## src/rtl/r_inv_hold_sched_pkg.sv

```systemverilog
// Shared FSM encoding and default frame-timing constants for the
// inverse-result hold scheduler.
package r_inv_pkg;

   typedef enum logic [1:0] {
      ST_IDLE     = 2'd0,
      ST_WAIT_CAP = 2'd1,
      ST_HOLD     = 2'd2,
      ST_BLANK    = 2'd3
   } state_e;

   localparam int DEF_DATA_W    = 32;
   localparam int DEF_N_ELEM    = 4;
   localparam int DEF_PERIOD    = 1026;
   localparam int DEF_CAP_START = 100;
   localparam int DEF_CAP_END   = 100;
   localparam int DEF_REL_AT    = 1020;
   localparam int DEF_KEEP_LAST = 0;

endpackage

```

## src/rtl/r_inv_hold_sched_if.sv

```systemverilog
// Control, input-result and held-output signals of the hold scheduler,
// grouped so the producer side and the scheduler share one bundle.
interface r_inv_hold_sched_if
   import r_inv_pkg::*;
#(
   parameter int DATA_W = DEF_DATA_W,
   parameter int N_ELEM = DEF_N_ELEM
);
   logic                       I_en;
   logic                       I_sync;
   logic                       I_in_valid;
   logic [N_ELEM*DATA_W-1:0]   I_elem;
   logic [N_ELEM*DATA_W-1:0]   O_elem;
   logic                       O_out_valid;
   logic                       O_frame_start;
   logic                       O_miss;
   logic [7:0]                 O_miss_cnt;

   modport master (
      output I_en, I_sync, I_in_valid, I_elem,
      input  O_elem, O_out_valid, O_frame_start, O_miss, O_miss_cnt
   );

   modport slave (
      input  I_en, I_sync, I_in_valid, I_elem,
      output O_elem, O_out_valid, O_frame_start, O_miss, O_miss_cnt
   );
endinterface

```

## src/rtl/r_inv_hold_sched_frame_cnt.sv

```systemverilog
// Frame position counter: runs 0..PERIOD-1 while enabled, held at 0 when
// disabled, and restarted at 0 by a sync pulse.
module r_inv_frame_cnt #(
   parameter int PERIOD = 16,
   parameter int CNT_W  = 4
) (
   input  logic             i_clk,
   input  logic             i_rst,
   input  logic             i_en,
   input  logic             i_sync,
   output logic [CNT_W-1:0] o_cnt,
   output logic             o_wrap
);
   localparam logic [CNT_W-1:0] C_LAST = CNT_W'(PERIOD - 1);

   logic [CNT_W-1:0] r_cnt;
   logic             w_last;

   assign w_last = (r_cnt == C_LAST);

   always_ff @(posedge i_clk or posedge i_rst) begin
      if (i_rst) begin
         r_cnt <= '0;
      end else if (!i_en || i_sync || w_last) begin
         r_cnt <= '0;
      end else begin
         r_cnt <= r_cnt + 1'b1;
      end
   end

   assign o_cnt  = r_cnt;
   assign o_wrap = w_last;
endmodule

```

## src/rtl/r_inv_hold_sched.sv

```systemverilog
// Captures one inverse result per frame inside a count window, holds it
// until the release count, and flags frames whose window closed empty.
module r_inv_hold_sched
   import r_inv_pkg::*;
#(
   parameter int DATA_W    = DEF_DATA_W,
   parameter int N_ELEM    = DEF_N_ELEM,
   parameter int PERIOD    = DEF_PERIOD,
   parameter int CAP_START = DEF_CAP_START,
   parameter int CAP_END   = DEF_CAP_END,
   parameter int REL_AT    = DEF_REL_AT,
   parameter int KEEP_LAST = DEF_KEEP_LAST
) (
   input  logic              I_sys_clk,
   input  logic              I_sys_rst,
   r_inv_hold_sched_if.slave bus
);
   localparam int CNT_W = $clog2(PERIOD);
   localparam logic [CNT_W-1:0] C_CAP_START = CNT_W'(CAP_START);
   localparam logic [CNT_W-1:0] C_CAP_END   = CNT_W'(CAP_END);
   localparam logic [CNT_W-1:0] C_REL_AT    = CNT_W'(REL_AT);

   if (!(CAP_START <= CAP_END && CAP_END < REL_AT && REL_AT <= PERIOD - 1 && PERIOD >= 4))
   begin : g_param_check
      $error("r_inv_hold_sched: frame timing parameters out of order");
   end

   logic [CNT_W-1:0] w_cnt;
   logic             w_wrap;
   state_e           r_state;
   state_e           w_state_next;
   logic             w_in_win;
   logic             w_capture;
   logic             w_miss;
   logic             r_valid;
   logic             r_miss;
   logic [7:0]       r_miss_cnt;

   r_inv_frame_cnt #(
      .PERIOD (PERIOD),
      .CNT_W  (CNT_W)
   ) u_frame_cnt (
      .i_clk  (I_sys_clk),
      .i_rst  (I_sys_rst),
      .i_en   (bus.I_en),
      .i_sync (bus.I_sync),
      .o_cnt  (w_cnt),
      .o_wrap (w_wrap)
   );

   assign w_in_win = (w_cnt >= C_CAP_START) && (w_cnt <= C_CAP_END);

   always_comb begin
      w_state_next = r_state;
      w_capture    = 1'b0;
      w_miss       = 1'b0;
      if (!bus.I_en) begin
         w_state_next = ST_IDLE;
      end else begin
         case (r_state)
            ST_IDLE: w_state_next = ST_WAIT_CAP;
            ST_WAIT_CAP: begin
               // a sync in the same cycle as a valid result aborts the capture
               if (bus.I_sync) begin
                  w_state_next = ST_WAIT_CAP;
               end else if (w_in_win && bus.I_in_valid) begin
                  w_capture    = 1'b1;
                  w_state_next = ST_HOLD;
               end else if (w_cnt == C_CAP_END) begin
                  w_miss       = 1'b1;
                  w_state_next = ST_BLANK;
               end
            end
            ST_HOLD: begin
               if (bus.I_sync) begin
                  w_state_next = ST_WAIT_CAP;
               end else if (w_cnt == C_REL_AT) begin
                  // release on the last count goes straight into the next frame
                  w_state_next = w_wrap ? ST_WAIT_CAP : ST_BLANK;
               end
            end
            ST_BLANK: begin
               if (bus.I_sync || w_wrap) w_state_next = ST_WAIT_CAP;
            end
            default: w_state_next = ST_IDLE;
         endcase
      end
   end

   always_ff @(posedge I_sys_clk or posedge I_sys_rst) begin
      if (I_sys_rst) begin
         r_state    <= ST_IDLE;
         r_valid    <= 1'b0;
         r_miss     <= 1'b0;
         r_miss_cnt <= '0;
      end else begin
         r_state <= w_state_next;
         r_valid <= (w_state_next == ST_HOLD);
         r_miss  <= w_miss;
         if (w_miss && (r_miss_cnt != 8'hFF)) r_miss_cnt <= r_miss_cnt + 8'd1;
      end
   end

   // without KEEP_LAST the data register is zero in every state except HOLD
   for (genvar gi = 0; gi < N_ELEM; gi++) begin : g_elem
      logic [DATA_W-1:0] r_elem;
      always_ff @(posedge I_sys_clk or posedge I_sys_rst) begin
         if (I_sys_rst) begin
            r_elem <= '0;
         end else if (w_capture) begin
            r_elem <= bus.I_elem[gi*DATA_W +: DATA_W];
         end else if ((KEEP_LAST == 0) && (w_state_next != ST_HOLD)) begin
            r_elem <= '0;
         end
      end
      assign bus.O_elem[gi*DATA_W +: DATA_W] = r_elem;
   end

   assign bus.O_out_valid   = r_valid;
   assign bus.O_miss        = r_miss;
   assign bus.O_miss_cnt    = r_miss_cnt;
   assign bus.O_frame_start = bus.I_en && (w_cnt == '0) && !I_sys_rst;
endmodule

```

## src/flat_wrapper.sv

```systemverilog
// flat-port wrapper written by rule: the top's interface ports become plain ports
module r_inv_hold_sched_flat import r_inv_pkg::*;
#(
   parameter int DATA_W    = DEF_DATA_W,
   parameter int N_ELEM    = DEF_N_ELEM,
   parameter int PERIOD    = DEF_PERIOD,
   parameter int CAP_START = DEF_CAP_START,
   parameter int CAP_END   = DEF_CAP_END,
   parameter int REL_AT    = DEF_REL_AT,
   parameter int KEEP_LAST = DEF_KEEP_LAST
)
  (I_sys_clk, I_sys_rst, bus_I_en, bus_I_sync, bus_I_in_valid, bus_I_elem, bus_O_elem, bus_O_out_valid, bus_O_frame_start, bus_O_miss, bus_O_miss_cnt);
  r_inv_hold_sched_if #(.DATA_W(DATA_W), .N_ELEM(N_ELEM)) bus_i ();
  input  logic I_sys_clk;
  input  logic I_sys_rst;
  input wire logic [$bits(bus_i.I_en)-1:0] bus_I_en;
  input wire logic [$bits(bus_i.I_sync)-1:0] bus_I_sync;
  input wire logic [$bits(bus_i.I_in_valid)-1:0] bus_I_in_valid;
  input wire logic [$bits(bus_i.I_elem)-1:0] bus_I_elem;
  output wire logic [$bits(bus_i.O_elem)-1:0] bus_O_elem;
  output wire logic [$bits(bus_i.O_out_valid)-1:0] bus_O_out_valid;
  output wire logic [$bits(bus_i.O_frame_start)-1:0] bus_O_frame_start;
  output wire logic [$bits(bus_i.O_miss)-1:0] bus_O_miss;
  output wire logic [$bits(bus_i.O_miss_cnt)-1:0] bus_O_miss_cnt;
  assign bus_i.I_en = bus_I_en;
  assign bus_i.I_sync = bus_I_sync;
  assign bus_i.I_in_valid = bus_I_in_valid;
  assign bus_i.I_elem = bus_I_elem;
  assign bus_O_elem = bus_i.O_elem;
  assign bus_O_out_valid = bus_i.O_out_valid;
  assign bus_O_frame_start = bus_i.O_frame_start;
  assign bus_O_miss = bus_i.O_miss;
  assign bus_O_miss_cnt = bus_i.O_miss_cnt;
  r_inv_hold_sched #(.DATA_W(DATA_W), .N_ELEM(N_ELEM), .PERIOD(PERIOD), .CAP_START(CAP_START), .CAP_END(CAP_END), .REL_AT(REL_AT), .KEEP_LAST(KEEP_LAST)) u_core (.I_sys_clk(I_sys_clk), .I_sys_rst(I_sys_rst), .bus(bus_i));
endmodule
```

## config.mk

```make
export PLATFORM = sky130hd
export DESIGN_NAME = r_inv_hold_sched_flat
export DESIGN_NICKNAME = d
export VERILOG_FILES = /design/src/rtl/r_inv_hold_sched_pkg.sv /design/src/rtl/r_inv_hold_sched_if.sv /design/src/rtl/r_inv_hold_sched_frame_cnt.sv /design/src/rtl/r_inv_hold_sched.sv /design/src/flat_wrapper.sv
export SDC_FILE = /design/constraint.sdc
export NUM_CORES = 1
export LEC_CHECK = 0
export ABC_AREA = 1
export CORE_MARGIN = 10
export CORE_UTILIZATION = 39
export CTS_CLUSTER_DIAMETER = 40
export DETAILED_ROUTE_END_ITERATION = 8
export PLACE_DENSITY = 0.81
export SLEW_MARGIN = 20
export SYNTH_ARGS = -nofsm -noshare
export SYNTH_HDL_FRONTEND = slang
export SYNTH_SLANG_ARGS = --single-unit
```

## constraint.sdc

```tcl
create_clock -name I_sys_clk -period 5 [get_ports I_sys_clk]
set_clock_uncertainty 0.2 [all_clocks]
set_input_delay 0.75 -clock I_sys_clk [delete_from_list [all_inputs] [get_ports I_sys_clk]]
set_output_delay 0.75 -clock I_sys_clk [all_outputs]
set_load 0.02 [all_outputs]
```

==> metrics.cfg <==
[worst_hold_path]
worst_hold_start = u_core.g_elem[3].r_elem[22]
min_delay_path_class = reg2reg
min_delay_path_depth = 2
holdPathEnd = u_core.g_elem[3].r_elem[22]

[power]
switching_share = 0.2134
switch_pwr_uw = 578.6
cellInternalPower_mw = 2.133
clockPowerShare = 0.487
leakage_nw = 4.800
power.density_nw_per_um2 = 272.5
power.share.sequential = 0.452
finalPower_mw = 2.711
vdd_drop_max_mv = 0.2246
pwr-share-comb = 0.062

[logic_synthesis]
synth_sequential_area_ratio = 0.5738
async_reset_ff_frac = 1.000
ys_warn_count = 0
dominantRegCellSynth = dfrtp_1
synthCells = 735
synthDistinctLibCells = 26
number_of_nets_in_the_synthesized_netlist = 872
synth_edf_count = 0
post_synth_instance_area_um2 = 6585
synthesis.area_per_instance_um2 = 8.959
ys_ff_latch = 151

[cells_and_area]
final_cell_mix = 291 x nand2_1, 271 x clkdlybuf4s50_1, 151 x dfrtp_1, 132 x nand4_1, 26 x inv_1
fraction_of_layout_instances_using_a_drive_strength_above_1 = 0.04651
area_delta_synth_final_pct = 51.09
final_core_util = 0.6000
cell_area_after_layout_um2 = 9950
layout_commonest_cell = nand2_1
instances_no_fill = 1209
filler_cell_count_in_the_final_layout = 1440
design.final.nets = 1113
antennaDiodeCount = 0

[placed_design]
gpl.final_weighted_congestion = 0.7904
dpl_cell_area_um2 = 9341
dp_hpwl_um = 14650
placedCellCount = 1177
portBuffers = 271
worst_setup_slack_after_placement_ps = 1436

[clocking]
post-cts-setup-buffer-count = 0
clk_pin_slew_worst_paths_ps = 60
numClockSinks = 151
tritoncts = done
source_to_sink_clock_delay_at_the_later_pin_of_the_worst_skew_pair_ps = 420
htree_levels = 4
cts.hold.buffers_added = 0
clock_tree.buffer_depth = 2
clockRootBuffer = clkbuf_16
cts-buffers-inserted = 17
cts-resized-gates = 0

[setup_path]
cp.arrival_ps = 2620
cp-end-kind = output port
regToRegStartpoint = u_core.u_frame_cnt.o_cnt[0]
worst-path-max-fanout = 19
reg2reg_depth = 11
worst-endpoint-required_ps = 4050
critPathLaunchType = input port
flop_to_flop_setup_slack_ps = 1960
timing_worst_setup_path_type = in2out
crit-reg2reg-capture = u_core.g_elem[0].r_elem[1]

[drt]
routed-via-count = 6105
detail_route.wirelength_um = 21140
drc = 0
vias_per_cell = 5.050
first_pass_iters = 6
drt-initial-drc-count = 357
routedWlPerCell_um = 17.49
postRouteAntennaNets = 0

[die]
chipHeight_um = 149.9
start_util = 0.3971
io_pins = 272
die_w_um = 149.9
placement_row_count = 47
core_um2 = 16580
die-area_um2 = 22480

[timing]
setup_repair_after_global_routing_missed_its_margin = no
setup_tns_ps = 0
worst-slew-pin-transition_ps = 971.0
whs_ps = 312.2
highest_attainable_clock_frequency_mhz = 280.3
final_min_period_over_clock_period = 0.7136
slew_headroom = 0.3527
report.final.slew_viol_count = 0
period_minus_slack_ps = 3568
setup_ws_final_ps = 1432
final_setup_violation_count = 0
finalHoldViolCount = 0

[global_route]
grt_start_max_net_pins = 80
globalRouteMet2Util = 0.2936
first_global_vias = 6067
met1_usage = 0.2221
grt_util_all_layers = 0.1818
grt_antenna_before_repair = 0
overflow = 0
grt_busiest_layer = met2
grt_first_pass_wirelength_um = 33010
globalRouteMet3Util = 0.05586

[status]
run_status = completed

[run]
max_cap_violations = 0

worst max-delay path by stage:
stage	from	endpoint	slack [ps]
after floorplan	I_sys_rst	bus_O_frame_start	610
final	I_sys_rst	bus_O_frame_start	1430
after CTS	I_sys_rst	bus_O_frame_start	1400
after detailed placement	I_sys_rst	bus_O_frame_start	1440
after global routing	I_sys_rst	bus_O_frame_start	1310
after global placement	I_sys_rst	bus_O_frame_start	1450
registers in the layout (all words and copies together), names as in the netlist:
| register | cells |
|---|---|
| u_core.g_elem.r_elem | 128 |
| u_core.u_frame_cnt.o_cnt | 11 |
| u_core.bus.O_miss_cnt | 8 |
| u_core.r_state | 2 |
| u_core.bus.O_miss | 1 |
| u_core.bus.O_out_valid | 1 |
power groups by stage:
stage | Combinational, mW | Sequential, mW | Clock (mW)
after CTS | 0.169 | 1.22 | 1.35
after floorplan | 0.0466 | 1.25 | 0
after global routing | 0.181 | 1.22 | 1.42
after global placement | 0.167 | 1.25 | 0
final | 0.167 | 1.22 | 1.32
after detailed placement | 0.168 | 1.25 | 0
synth_stat cells, types with 2 or more instances:
master / count / share of area
buf_2: 30 / 0.023
nor3_1: 8 / 0.0061
buf_4: 2 / 0.0023
xor2_1: 5 / 0.0066
nor3b_1: 2 / 0.0023
nand3_1: 8 / 0.0061
o21a_1: 2 / 0.0023
nand2_1: 292 / 0.17
clkbuf_1: 5 / 0.0029
dfrtp_1: 151 / 0.57
nor4_1: 3 / 0.0029
inv_1: 28 / 0.016
nand3b_1: 2 / 0.0023
buf_6: 11 / 0.019
xnor2_1: 3 / 0.0040
ha_1: 4 / 0.0076
nand4_1: 132 / 0.13
a21oi_1: 5 / 0.0038
and2_1: 2 / 0.0019
o21ai_0: 5 / 0.0038
nor2_1: 21 / 0.012
buf_1: 10 / 0.0057
layout make-up:
| class | instances | area (um2) | area share |
|---|---|---|---|
| Inverter | 28 | 111.4 | 0.01119 |
| Timing Repair Buffer | 280 | 2793 | 0.2807 |
| Clock buffer | 21 | 460.4 | 0.04628 |
| Multi-Input combinational cell | 498 | 2384 | 0.2396 |
| Tap cell | 220 | 275.3 | 0.02767 |
| Clock inverter | 11 | 147.6 | 0.01484 |
| Sequential cell | 151 | 3779 | 0.3798 |
critical path, cell delays in order:
cell and delay, ps:
clkdlybuf4s50_1 450, clkinvlp_4 330, nand4_1 140, nor3b_1 280
clkdlybuf4s50_1 670
cell families after synthesis:
family / count (synthesis) / share of synthesized area
AO/OA/AOI/OAI: 14 / 0.01235
XOR/XNOR: 8 / 0.01064
adder cells (fa/ha/maj): 4 / 0.007601
flip-flops: 151 / 0.5738
AND/OR/NAND/NOR: 472 / 0.3272
buffers and inverters: 86 / 0.06840
per-layer routing:
metal | up-vias | part of all wire
li1 | 2944 | -
met1 | 2908 | 0.40
met2 | 220 | 0.50
met3 | 33 | 0.080
met4 | 0 | 0.023
met5 | - | 0
Power figures use the tool's default switching activity.
